### config.mk
export PLATFORM = sky130hd
export DESIGN_NAME = reg_bank_ctrl
export DESIGN_NICKNAME = d
export VERILOG_FILES = /design/src/rtl/reg_bank_ctrl.sv
export SDC_FILE = /design/constraint.sdc
export NUM_CORES = 1
export LEC_CHECK = 0
export ABC_AREA = 1
export CAP_MARGIN = 30
export CORE_ASPECT_RATIO = 1.1
export CORE_MARGIN = 10
export CORE_UTILIZATION = 28
export CTS_CLUSTER_SIZE = 24
export DETAILED_ROUTE_END_ITERATION = 16
export PLACE_DENSITY_LB_ADDON = 0.2
export SLEW_MARGIN = 0
export SYNTH_ARGS = -nofsm -noshare
export SYNTH_HDL_FRONTEND = slang
export SYNTH_SLANG_ARGS = --single-unit
### constraint.sdc
create_clock -name clk -period 2.1 [get_ports clk]
set_clock_uncertainty 0.2 [all_clocks]
set_input_delay 0.315 -clock clk [delete_from_list [all_inputs] [get_ports clk]]
set_output_delay 0.315 -clock clk [all_outputs]
set_load 0.05 [all_outputs]
### src/rtl/reg_bank_ctrl.sv
// Register bank behind the SPI transaction layer. It holds RW config registers,
// W1C status registers, an interrupt enable register and drives a registered irq.
//
// state | meaning
// IDLE  | waiting for req && ena; the transaction executes on the accepting edge
// RESP  | ack/err/rdata are high for this one cycle; req is not sampled
module reg_bank_ctrl #(
    parameter int ADDR_W = 4,
    parameter int REG_W  = 8,
    parameter int NUM_RW = 4,
    parameter int NUM_ST = 2
) (
    input  logic                     clk,
    input  logic                     rstb,
    input  logic                     ena,
    input  logic                     req,
    input  logic                     wr_rdn,
    input  logic [ADDR_W-1:0]        addr,
    input  logic [REG_W-1:0]         wdata,
    output logic [REG_W-1:0]         rdata,
    output logic                     ack,
    output logic                     err,
    output logic [NUM_RW*REG_W-1:0]  cfg_out,
    input  logic [NUM_ST*REG_W-1:0]  sts_set,
    output logic                     irq
);

    localparam int IDX_EN = NUM_RW + NUM_ST;

    typedef enum logic {IDLE, RESP} state_t;

    state_t            state, state_nxt;
    logic              accept;
    logic [REG_W-1:0]  cfg [NUM_RW];
    logic [REG_W-1:0]  sts [NUM_ST];
    logic [REG_W-1:0]  sts_clr [NUM_ST];
    logic [NUM_ST-1:0] irq_en;
    logic [NUM_ST-1:0] sts_any;
    logic [NUM_RW-1:0] hit_cfg;
    logic [NUM_ST-1:0] hit_sts;
    logic              hit_en;
    logic              addr_ok;
    logic              do_wr;
    logic [REG_W-1:0]  rd_val;

    always_ff @(posedge clk or negedge rstb) begin
        if (!rstb) state <= IDLE;
        else       state <= state_nxt;
    end

    always_comb begin
        state_nxt = state;
        accept    = 1'b0;
        case (state)
            IDLE: if (req && ena) begin
                accept    = 1'b1;
                state_nxt = RESP;
            end
            RESP:    state_nxt = IDLE;
            default: state_nxt = IDLE;
        endcase
    end

    always_comb begin
        hit_cfg = '0;
        hit_sts = '0;
        hit_en  = 1'b0;
        rd_val  = '0;
        for (int i = 0; i < NUM_RW; i++) begin
            if (addr == ADDR_W'(i)) begin
                hit_cfg[i] = 1'b1;
                rd_val     = cfg[i];
            end
        end
        for (int j = 0; j < NUM_ST; j++) begin
            if (addr == ADDR_W'(NUM_RW + j)) begin
                hit_sts[j] = 1'b1;
                rd_val     = sts[j];
            end
        end
        if (addr == ADDR_W'(IDX_EN)) begin
            hit_en = 1'b1;
            rd_val = REG_W'(irq_en);
        end
        addr_ok = (|hit_cfg) | (|hit_sts) | hit_en;
        do_wr   = accept & wr_rdn;
        for (int j = 0; j < NUM_ST; j++) begin
            sts_clr[j] = (do_wr && hit_sts[j]) ? wdata : '0;
            sts_any[j] = |sts[j];
        end
    end

    // Set pulses are ORed in after the clear mask, so a same-edge set wins.
    always_ff @(posedge clk or negedge rstb) begin
        if (!rstb) begin
            for (int i = 0; i < NUM_RW; i++) cfg[i] <= '0;
            for (int j = 0; j < NUM_ST; j++) sts[j] <= '0;
            irq_en <= '0;
            ack    <= 1'b0;
            err    <= 1'b0;
            rdata  <= '0;
            irq    <= 1'b0;
        end else begin
            ack   <= accept;
            err   <= accept & ~addr_ok;
            rdata <= (accept && !wr_rdn && addr_ok) ? rd_val : '0;
            for (int i = 0; i < NUM_RW; i++) begin
                if (do_wr && hit_cfg[i]) cfg[i] <= wdata;
            end
            for (int j = 0; j < NUM_ST; j++) begin
                sts[j] <= (sts[j] & ~sts_clr[j]) | sts_set[j*REG_W +: REG_W];
            end
            if (do_wr && hit_en) irq_en <= wdata[NUM_ST-1:0];
            irq <= |(sts_any & irq_en);
        end
    end

    for (genvar g = 0; g < NUM_RW; g++) begin : g_cfg_out
        assign cfg_out[g*REG_W +: REG_W] = cfg[g];
    end

endmodule

==> metrics.md, run 1 <==
| Metric | Value |
|---|---|
| Nature of the critical path endpoint | primary output |
| Fin nets | 449 |
| Crit share post-route | 0.969 |
| Max incr delay on CP | 0.82 ns |
| Type of origin of the critical path | register |
| Least-Margin Pin Slew | 0.512 ns |
| Placed cell count | 524 |
| CTS buffer count | 9 |
| WS Path Type | register to primary output |
| P_leak | 1.91 nW |
| First-pass GRT wire length | 14300 um |
| Max-cap violation count | 0 |
| Die H | 127 um |
| Sequential area share after synthesis | 0.527 |
| Class of the worst hold path | register to register |
| Crit path capture | ack |
| Max-slew violation count | 0 |
| Gpl congestion | 0.787 |
| Final Core Density | 0.393 |
| Max IR drop VDD | 310 uV |
| Boundary Pins | 76 |
| Clock Latency Late Sink | 0.34 ns |
| Worst setup margin | 0.0659 ns |
| Congestion Overflow GR | 0 |
| Port Buffers | 75 |
| Worst r2r src | ack |
| Status | finished clean |
| Clk slew on worst S/H paths | 0.06 ns |
| Via count | 2509 |
| Chip Width | 117 um |
| Mapped Cells | 329 |
| Arrival time of the worst setup path | 1.52 ns |
| DRT Pass-1 Iters | 5 |
| Place WS | 0.00801 ns |
| CTS tree | built |
| Total Routing Usage GR | 0.124 |
| Critical Path Stages | 1 |
| Die area | 14800 sq um |
| Antenna-violating nets left | 0 |
| Worst EP required | 1.58 ns |
| Worst slew margin | 0.658 |
| WL/cell | 16.1 um |
| Crit path from | ack |
| CTS Root Buffer Type | clkbuf_8 |
| Top Family by Delay on Critical Path | buffers and inverters |
| Area Growth Syn to Fin | 35.6% |
| Count of cell types in the netlist | 22 |
| Core Box Area | 9980 sq um |
| TNS Setup | 0 ns |
| CP bufs+invs | 1 |
| Initial antenna violation count | 0 |
| Crit path max fanout | 2 |
| Synth Net Count | 362 |
| Layout cells sized above 1 | 0.221 |
| Vias in the first global route | 2592 |
| Min Tclk post-route | 2.03 ns |
| Non-filler instance count after layout | 541 |
| Unrepaired setup endpoints after global routing | false |
| Reg2reg setup slack | 0.49 ns |
| Hold Vio Cnt, Final | 0 |
| Post-Synthesis Cell Area | 2890 sq um |
| Power per cell area | 792 nW/um^2 |
| Total Wirelength | 8700 um |
| DR DRC count | 0 |
| #FFs+latches synth | 61 |
| Post-DP HPWL | 6670 um |
| Clock Sinks | 61 |
| Critical-path cell list | clkdlybuf4s50_1 |
| Pin count of the biggest net entering global routing | 62 |
| Overall Power | 3.11 mW |
| Number of core rows | 38 |
| Synth Warn # | 0 |
| Vias per cell | 4.64 |
| Diode count | 0 |
| Initial drt markers | 108 |
| # setup viols final | 0 |
| Initial core utilization | 0.290 |
| CTS resizes | 0 |
| Slowest-stage cell, CP | clkdlybuf4s50_1 |
| Mean Syn Cell Area | 8.80 sq um |
| Reg2reg path depth | 6 |
| H-tree depth reported by CTS | 3 |
| Worst r2r dst | sts[7] |
| FMAX | 492 MHz |
| Clock Path Buffers | 2 |
-- cell usage after synthesis --
cell type | n | area (sq um)
nor2_2 | 3 | 18.8
o21ai_0 | 16 | 80.1
nand2_2 | 7 | 43.8
o21ai_1 | 33 | 165
inv_1 | 39 | 146
o21bai_1 | 4 | 30.0
inv_2 | 3 | 11.3
buf_2 | 1 | 5.00
dfrtp_1 | 61 | 1530
nor2_8 | 1 | 20.0
nand2_4 | 2 | 22.5
nor3_4 | 1 | 16.3
clkinv_2 | 1 | 5.00
nand2_1 | 72 | 270
nand3_4 | 3 | 52.6
nor2_1 | 28 | 105
nand4_1 | 8 | 50.1
buf_6 | 7 | 78.8
nor4_1 | 2 | 12.5
nand3_1 | 26 | 130
o21ai_2 | 8 | 70.1
nor2_4 | 3 | 33.8
-- layout make-up --
class                   instances  area (sq um)
clock buffers                  12           145
clock inverters                 4          47.5
fillers                      1072          6060
inverters                      43           163
multi-input cells             217          1120
flip-flops and latches         61          1530
well taps                     120           150
repair buffers                 84           771
-- routing by layer --
| metal | vias up | GRT usage | wire [um] |
|---|---|---|---|
| li1 | 1244 | - | - |
| met1 | 1173 | 0.150 | 3750 |
| met2 | 77 | 0.201 | 4290 |
| met3 | 15 | 0.0354 | 495 |
| met4 | 0 | 0.0495 | 169 |
| met5 | - | 0 | 0 |
-- sequential cells by signal, summed over array words and instances (netlist names) --
name / cells
ack: 1
cfg_out: 32
err: 1
irq: 1
irq_en: 2
rdata: 8
sts: 16
-- how the worst min path moves through the flow --
stage,cells after the start,slack [ns],from,to
3_5_place_dp,2,0.15,rstb,cfg_out[17]
4_1_cts,1,0.27,ack,ack
6_report,1,0.26,ack,ack
3_3_place_gp,2,0.15,rstb,cfg_out[17]
5_1_grt,1,0.29,ack,ack
2_1_floorplan,0,-0.18,rstb,ack
-- stage by stage --
stage,hold WS [ns],instance area (sq um)
after floorplan,-0.181,2890
after global placement,0.155,3720
after detailed placement,0.154,3720
after CTS,0.271,3920
after global routing,0.291,3920
final,0.262,3920
-- kinds of logic after synthesis --
kind of cell | synth area share
flip-flops | 0.527
AND/OR/NAND/NOR | 0.268
buffers and inverters | 0.0852
AO/OA/AOI/OAI | 0.119
-- timing repair --
action,in CTS,in global routing
setup buffers,0,0
hold endpoints to repair,61,0
hold buffers,1,0
-- power breakdown --
part | internal [mW] | switching [mW] | total, mW | leakage, nW
logic | 0.237 | 0.483 | 0.720 | 1.06
clock network | 0.577 | 0.466 | 1.04 | 0.0964
registers | 1.26 | 0.0828 | 1.34 | 0.749
total | 2.07 | 1.03 | 3.11 | 1.91
-- worst register-to-register path: cells and delay by family (launching register included) --
kind	cells	cell delay [ns]
buffers and inverters	1	0.09
DFF	1	0.39
and+or+nand+nor	4	0.64
AOI/OAI and AO/OA	1	0.19
-- cell usage in the layout, fill, tap and decap left out, types with 3 or more instances in the layout --
cell type        netlist  routed
buf_4                  0      42
nand3_1               26      26
inv_2                  3       3
nand4_1                8       8
nand2_1               72      72
dfrtp_1               61      61
nand2_2                7       7
nand3_4                3       3
clkbuf_8               0      10
clkdlybuf4s50_1        0      36
nor2_4                 3       3
nor2_1                28      28
buf_12                 0       4
nor2_2                 3       3
o21bai_1               4       4
o21ai_2                8       8
inv_1                 39      39
o21ai_0               16      16
clkinv_2               1       3
o21ai_1               33      33
Note: power is estimated with default switching activity, not from simulation.
==> inputs of run 2 (changes only) <==
--- a/config.mk
+++ b/config.mk
@@ -12,8 +12,9 @@
 export CORE_UTILIZATION = 28
 export CTS_CLUSTER_SIZE = 24
 export DETAILED_ROUTE_END_ITERATION = 16
+export GPL_TIMING_DRIVEN = 0
 export PLACE_DENSITY_LB_ADDON = 0.2
-export SLEW_MARGIN = 0
+export SLEW_MARGIN = 15
 export SYNTH_ARGS = -nofsm -noshare
 export SYNTH_HDL_FRONTEND = slang
 export SYNTH_SLANG_ARGS = --single-unit
==> run 2 against run 1 <==
Effect of this change: sequential share of layout area is 0.94 points lower; die area unchanged; cell count is 0.18% lower; first-iteration DRC count increased by 0.93%; fmax is 1.7% lower; combinational power increased by 1%; clock power decreased by 9.7%; critical path type unchanged; critical endpoint is now cfg_out[7]; largest cell class unchanged.
==> metrics.md, run 2 (same netlist as run 1, synthesis figures left out) <==
| Metric | Value |
|---|---|
| Port Buffers | 75 (unchanged) |
| CP bufs+invs | 1 (unchanged) |
| CTS Root Buffer Type | clkbuf_8 |
| P_leak | 2.15 nW (+13%) |
| WL/cell | 16.7 um (+4.0%) |
| Top Family by Delay on Critical Path | buffers and inverters |
| Nature of the critical path endpoint | primary output |
| Power per cell area | 745 nW/um^2 (-5.9%) |
| Area Growth Syn to Fin | 39.0% |
| CTS tree | built |
| Worst slew margin | 0.628 (-0.0293) |
| Type of origin of the critical path | register |
| Overall Power | 3.00 mW (-3.5%) |
| Postcts setup bufs | 0 (unchanged) |
| Class of the worst hold path | input pin to asynchronous set/reset pin |
| Least-Margin Pin Slew | 0.560 ns (+0.0477 ns) |
| Diode count | 0 (unchanged) |
| Slowest-stage cell, CP | clkdlybuf4s50_1 |
| Vias in the first global route | 2667 (+2.9%) |
| Crit share post-route | 0.985 (+0.0163) |
| FMAX | 484 MHz (-1.7%) |
| Reg power frac | 0.443 (+0.011) |
| Max incr delay on CP | 0.82 ns (about the same) |
| Critical-path cell list | clkdlybuf4s50_1 |
| Congestion Overflow GR | 0 (unchanged) |
| Max IR drop VDD | 341 uV (+10%) |
| Final Core Density | 0.403 (+0.00977) |
| Worst EP required | 1.58 ns (about the same) |
| Total Routing Usage GR | 0.126 (+0.00171) |
| Arrival time of the worst setup path | 1.55 ns (+0.03 ns) |
| H-tree depth reported by CTS | 3 (unchanged) |
| First-pass GRT wire length | 14300 um (about the same) |
| DRT Pass-1 Iters | 4 (-1) |
| Internal power | 1.98 mW (-4.8%) |
| Clock Path Buffers | 2 (unchanged) |
| Antenna-violating nets left | 0 (unchanged) |
| Status | finished clean |
| Clock Sinks | 61 (unchanged) |
| Boundary Pins | 76 (unchanged) |
| Hold Vio Cnt, Final | 0 (unchanged) |
| Via count | 2508 (-0.040%) |
| Unrepaired setup endpoints after global routing | false |
| Commonest non-fill, non-tap cell in the layout | nand2_1 |
| Max-cap violation count | 0 (unchanged) |
| Chip Width | 117 um (unchanged) |
| Clk slew on worst S/H paths | 0.07 ns (about the same) |
| Part of the power in combinational logic | 0.243 (+0.011) |
| Initial drt markers | 109 (+0.93%) |
| Total Wirelength | 9030 um (+3.9%) |
| Switching part of the total power | 0.341 (+0.00888) |
| Core Box Area | 9980 sq um (unchanged) |
| Clock Latency Late Sink | 0.35 ns (about the same) |
| Worst hold slack | 0.208 ns (-0.0547 ns) |
| Die area | 14800 sq um (unchanged) |
| WS Path Type | register to primary output |
| Initial antenna violation count | 0 (unchanged) |
| Post-DP HPWL | 6850 um (+2.7%) |
| Clk pwr share | 0.313 (-0.023) |
| Reg2reg path depth | 7 (+1) |
| Commonest cells after routing, fill and taps aside | 72 x nand2_1, 61 x dfrtp_1, 46 x clkdlybuf4s50_1 |
| Initial core utilization | 0.290 (unchanged) |
| # setup viols final | 0 (unchanged) |
| Crit path max fanout | 3 (+1) |
| Min Tclk post-route | 2.07 ns (+0.0342 ns) |
| Max-slew violation count | 0 (unchanged) |
| Pin count of the biggest net entering global routing | 39 (-37%) |
| Max FFs per register | 32 (unchanged) |
| Vias per cell | 4.64 (+0.15%) |
| Placed Area | 3810 sq um (+2.5%) |
| Layout cells sized above 1 | 0.131 (-0.0900) |
| Psw | 1.02 mW (-0.93%) |
| Final instance area | 4020 sq um (+2.5%) |
| CTS buffer count | 9 (unchanged) |
| Gpl congestion | 0.816 (+3.7%) |
| Critical Path Stages | 1 (unchanged) |
| DR DRC count | 0 (unchanged) |
| Number of core rows | 38 (unchanged) |
| Fin nets | 450 (+0.22%) |
| Die H | 127 um (unchanged) |
## run 2: cell count changes in the layout (fill, tap and decap cells not counted)
cell	before	now
dlygate4sd2_1	0	11
clkdlybuf4s50_1	36	46
dlymetal6s2s_1	0	17
buf_6	0	7
nor2_4	3	4
clkbuf_1	2	1
clkbuf_8	10	11
bufinv_16	1	0
nor2_2	3	2
buf_4	42	1
buf_12	4	1
clkinvlp_4	1	0
## run 2: final timing paths
kind / slack, ns / endpoint / from
min reg2reg: 0.25 / ack / ack
max: 0.03 / cfg_out[7] / cfg_out[7]
min: 0.21 / cfg_out[17] / rstb
max reg2reg: 0.46 / cfg_out[5] / ack
max in group asynchronous: 0.97 / cfg_out[28] / rstb
min in group clk: 0.25 / ack / ack
## run 2: area by class of cell
class,count,area [sq um]
Buffer,8,83.8
Clock buffer,12,155
Clock inverter,2,10.0
Fill cell,1047,5960
Inverter,43,163
Multi-Input combinational cell,217,1130
Sequential cell,61,1530
Tap cell,120,150
Timing Repair Buffer,77,807
## run 2: timing repair
action	in CTS	in global routing
hold endpoints to repair	24	0
endpoints found under the setup margin	11	24
hold buffers	1	0
resized for setup	11	18
## run 2: power groups by stage
stage,logic [mW],clock network (mW),registers (mW)
global placement,0.748,0,1.36
CTS,0.745,0.959,1.33
finish,0.729,0.939,1.33
global route,0.784,1.01,1.34
floorplan,0.163,0,1.62
detailed placement,0.759,0,1.35
## run 2: through the flow
stage	cells	TNS, ns	worst slack (ns)
after CTS	540	0	0.00145
final	540	0	0.0318
after detailed placement	525	-3.98	-0.272
after floorplan	329	0	0.349
after global routing	540	0	0.00116
after global placement	524	-97.43	-1.54
## run 2: metal layers
| layer | GRT usage | share of wire |
|---|---|---|
| met5 | 0 | 0 |
| met4 | 0.0677 | 0.027 |
| met3 | 0.0354 | 0.068 |
| met2 | 0.193 | 0.48 |
| met1 | 0.155 | 0.42 |
==> inputs of run 3 (changes only) <==
--- a/config.mk
+++ b/config.mk
@@ -8,7 +8,7 @@
 export ABC_AREA = 1
 export CAP_MARGIN = 30
 export CORE_ASPECT_RATIO = 1.1
-export CORE_MARGIN = 10
+export CORE_MARGIN = 2
 export CORE_UTILIZATION = 28
 export CTS_CLUSTER_SIZE = 24
 export DETAILED_ROUTE_END_ITERATION = 16
==> run 3 against run 2 <==
Effect of this change: clock power grew 9%; via count rose by 0.20%; register-to-register slack about the same; critical endpoint is now cfg_out[13]; die area down 25%; highest routed layer unchanged; fmax grew 0.38%; sequential power hardly changed; hold slack better by 0.032 ns; final area is 0.90% higher; worst setup slack gained 0.0078 ns; wire length is 8.0% lower; core utilization increased by 0.36 points.
==> metrics.md, run 3 (same netlist as run 1, synthesis figures left out) <==
| Metric | Value |
|---|---|
| Status | finished clean |
| Worst r2r dst | cfg_out[6] |
| Max IR drop VDD | 276 uV (-19%) |
| Initial drt markers | 102 (-6.4%) |
| Commonest cells after routing, fill and taps aside | 72 x nand2_1, 61 x dfrtp_1, 59 x clkdlybuf4s50_1 |
| CTS Root Buffer Type | clkbuf_8 |
| Post-DP HPWL | 6270 um (-8.5%) |
| Max incr delay on CP | 0.82 ns (about the same) |
| Area Growth Syn to Fin | 40.2% |
| Crit share post-route | 0.981 (-0.00372) |
| Slowest-stage cell, CP | clkdlybuf4s50_1 |
| Clock Latency Late Sink | 0.35 ns (about the same) |
| Die area | 11200 sq um (-25%) |
| Fillers | 1032 (-1.4%) |
| Psw | 1.02 mW (+0.15%) |
| Worst r2r src | ack |
| Worst setup margin | 0.0396 ns (+0.00781 ns) |
| Chip Width | 101 um (-14%) |
| Vias in the first global route | 2528 (-5.2%) |
| Reg2reg setup slack | 0.45 ns (about the same) |
| Switching part of the total power | 0.331 (-0.0100) |
| Initial antenna violation count | 0 (unchanged) |
| DRT Pass-1 Iters | 4 (unchanged) |
| FMAX | 485 MHz (+0.38%) |
| Max-cap violation count | 0 (unchanged) |
| Min Tclk post-route | 2.06 ns (-0.00781 ns) |
| Nature of the critical path endpoint | primary output |
| Boundary Pins | 76 (unchanged) |
| Clk pwr share | 0.330 (+0.017) |
| Clk slew on worst S/H paths | 0.07 ns (about the same) |
| Reg power frac | 0.430 (-0.013) |
| Power per cell area | 762 nW/um^2 (+2.3%) |
| Postcts setup bufs | 0 (unchanged) |
| Gpl congestion | 0.821 (+0.66%) |
| Least-Margin Pin Slew | 0.519 ns (-0.0410 ns) |
| DR DRC count | 0 (unchanged) |
| Port Buffers | 75 (unchanged) |
| Top Family by Delay on Critical Path | buffers and inverters |
| Diode count | 0 (unchanged) |
| Vias per cell | 4.64 (-0.17%) |
| Arrival time of the worst setup path | 1.55 ns (about the same) |
| Crit path max fanout | 3 (unchanged) |
| Place WS | -0.264 ns (+0.00843 ns) |
| Non-filler instance count after layout | 542 (+0.37%) |
| CP bufs+invs | 1 (unchanged) |
| P_leak | 2.08 nW (-3.5%) |
| Hold Vio Cnt, Final | 0 (unchanged) |
| Overall Power | 3.09 mW (+3.2%) |
| Pin count of the biggest net entering global routing | 33 (-15%) |
| Clock Sinks | 61 (unchanged) |
| Placed cell count | 525 (unchanged) |
| CTS buffer count | 9 (unchanged) |
| Via count | 2513 (+0.20%) |
| Critical-path cell list | clkdlybuf4s50_1 |
| Sequential cell area | 1530 sq um (unchanged) |
| Fin nets | 450 (unchanged) |
| WS Path Type | register to primary output |
| Clock Path Buffers | 2 (unchanged) |
| Initial core utilization | 0.290 (unchanged) |
| Die H | 111 um (-13%) |
| Total Routing Usage GR | 0.158 (+0.0328) |
| First-pass GRT wire length | 13400 um (-6.4%) |
| Core Box Area | 9980 sq um (unchanged) |
| H-tree depth reported by CTS | 3 (unchanged) |
| # setup viols final | 0 (unchanged) |
| Part of the power in combinational logic | 0.239 (-0.004) |
| Worst EP required | 1.58 ns (about the same) |
| Unrepaired setup endpoints after global routing | false |
| Congestion Overflow GR | 0 (unchanged) |
| Number of core rows | 38 (unchanged) |
| Multi-input combinational cell area | 1130 sq um (unchanged) |
| Reg2reg path depth | 7 (unchanged) |
| CTS tree | built |
| Worst slew margin | 0.653 (+0.0248) |
| Internal power | 2.07 mW (+4.8%) |
| Worst hold slack | 0.240 ns (+0.0324 ns) |
| Class of the worst hold path | input pin to asynchronous set/reset pin |
| Max FFs per register | 32 (unchanged) |
| Type of origin of the critical path | register |
| Max-slew violation count | 0 (unchanged) |
| Antenna-violating nets left | 0 (unchanged) |
| Commonest non-fill, non-tap cell in the layout | nand2_1 |
| Layout cells sized above 1 | 0.137 (+0.00649) |
| Total Wirelength | 8310 um (-8.0%) |
| WL/cell | 15.3 um (-8.4%) |
-- run 3: cell count changes in the layout (fill, tap and decap cells not counted) --
cell,before,now
clkbuf_1,1,0
dlymetal6s2s_1,17,14
clkbuf_8,11,13
clkinvlp_4,0,1
dlygate4sd2_1,11,1
clkdlybuf4s50_1,46,59
-- run 3: power by group through the flow --
stage	logic [mW]	clock network, mW	registers, mW
after floorplan	0.163	0	1.62
after global routing	0.788	1.11	1.34
after global placement	0.739	0	1.36
after detailed placement	0.749	0	1.36
final	0.740	1.02	1.33
after CTS	0.751	1.04	1.33
-- run 3: through the flow --
step                instance area [sq um]  utilization  setup TNS [ns]
floorplan                            2890            -               0
global placement                     3790        0.380          -97.67
detailed placement                   3810        0.382           -4.21
CTS                                  4020        0.402               0
global route                         4060        0.406               0
finish                               4060        0.406               0
-- run 3: cell type report --
type                       instances  share of cell area
multi-input combinational        217               0.278
tap                              120              0.0370
clock inverter                     3             0.00432
timing repair buffer              77               0.200
inverter                          43              0.0401
clock buffer                      13              0.0441
buffer                             8              0.0207
sequential                        61               0.376
-- run 3: repair_timing --
action	in CTS	in global routing
setup endpoints to repair	1	23
hold buffers	1	0
resized for setup	1	15
endpoints found under the hold margin	29	0
cloned	0	0
pin swaps	0	0
-- run 3: layer usage --
metal,vias up,GRT usage,part of all wire
li1,1247,-,-
met1,1180,0.207,0.44
met2,69,0.248,0.48
met3,17,0.0297,0.047
met4,0,0.0802,0.028
met5,-,0,0
-- run 3: worst max-delay path by stage --
stage / from / endpoint / slack (ns) / cells after the start
floorplan: ack / cfg_out[5] / 0.35 / 7
global placement: rstb / sts[13] / -1.54 / 1
detailed placement: addr[0] / sts[15] / -0.26 / 7
CTS: cfg_out[30] / cfg_out[30] / 0.002 / 1
global route: cfg_out[12] / cfg_out[12] / 0.001 / 1
finish: cfg_out[13] / cfg_out[13] / 0.04 / 1
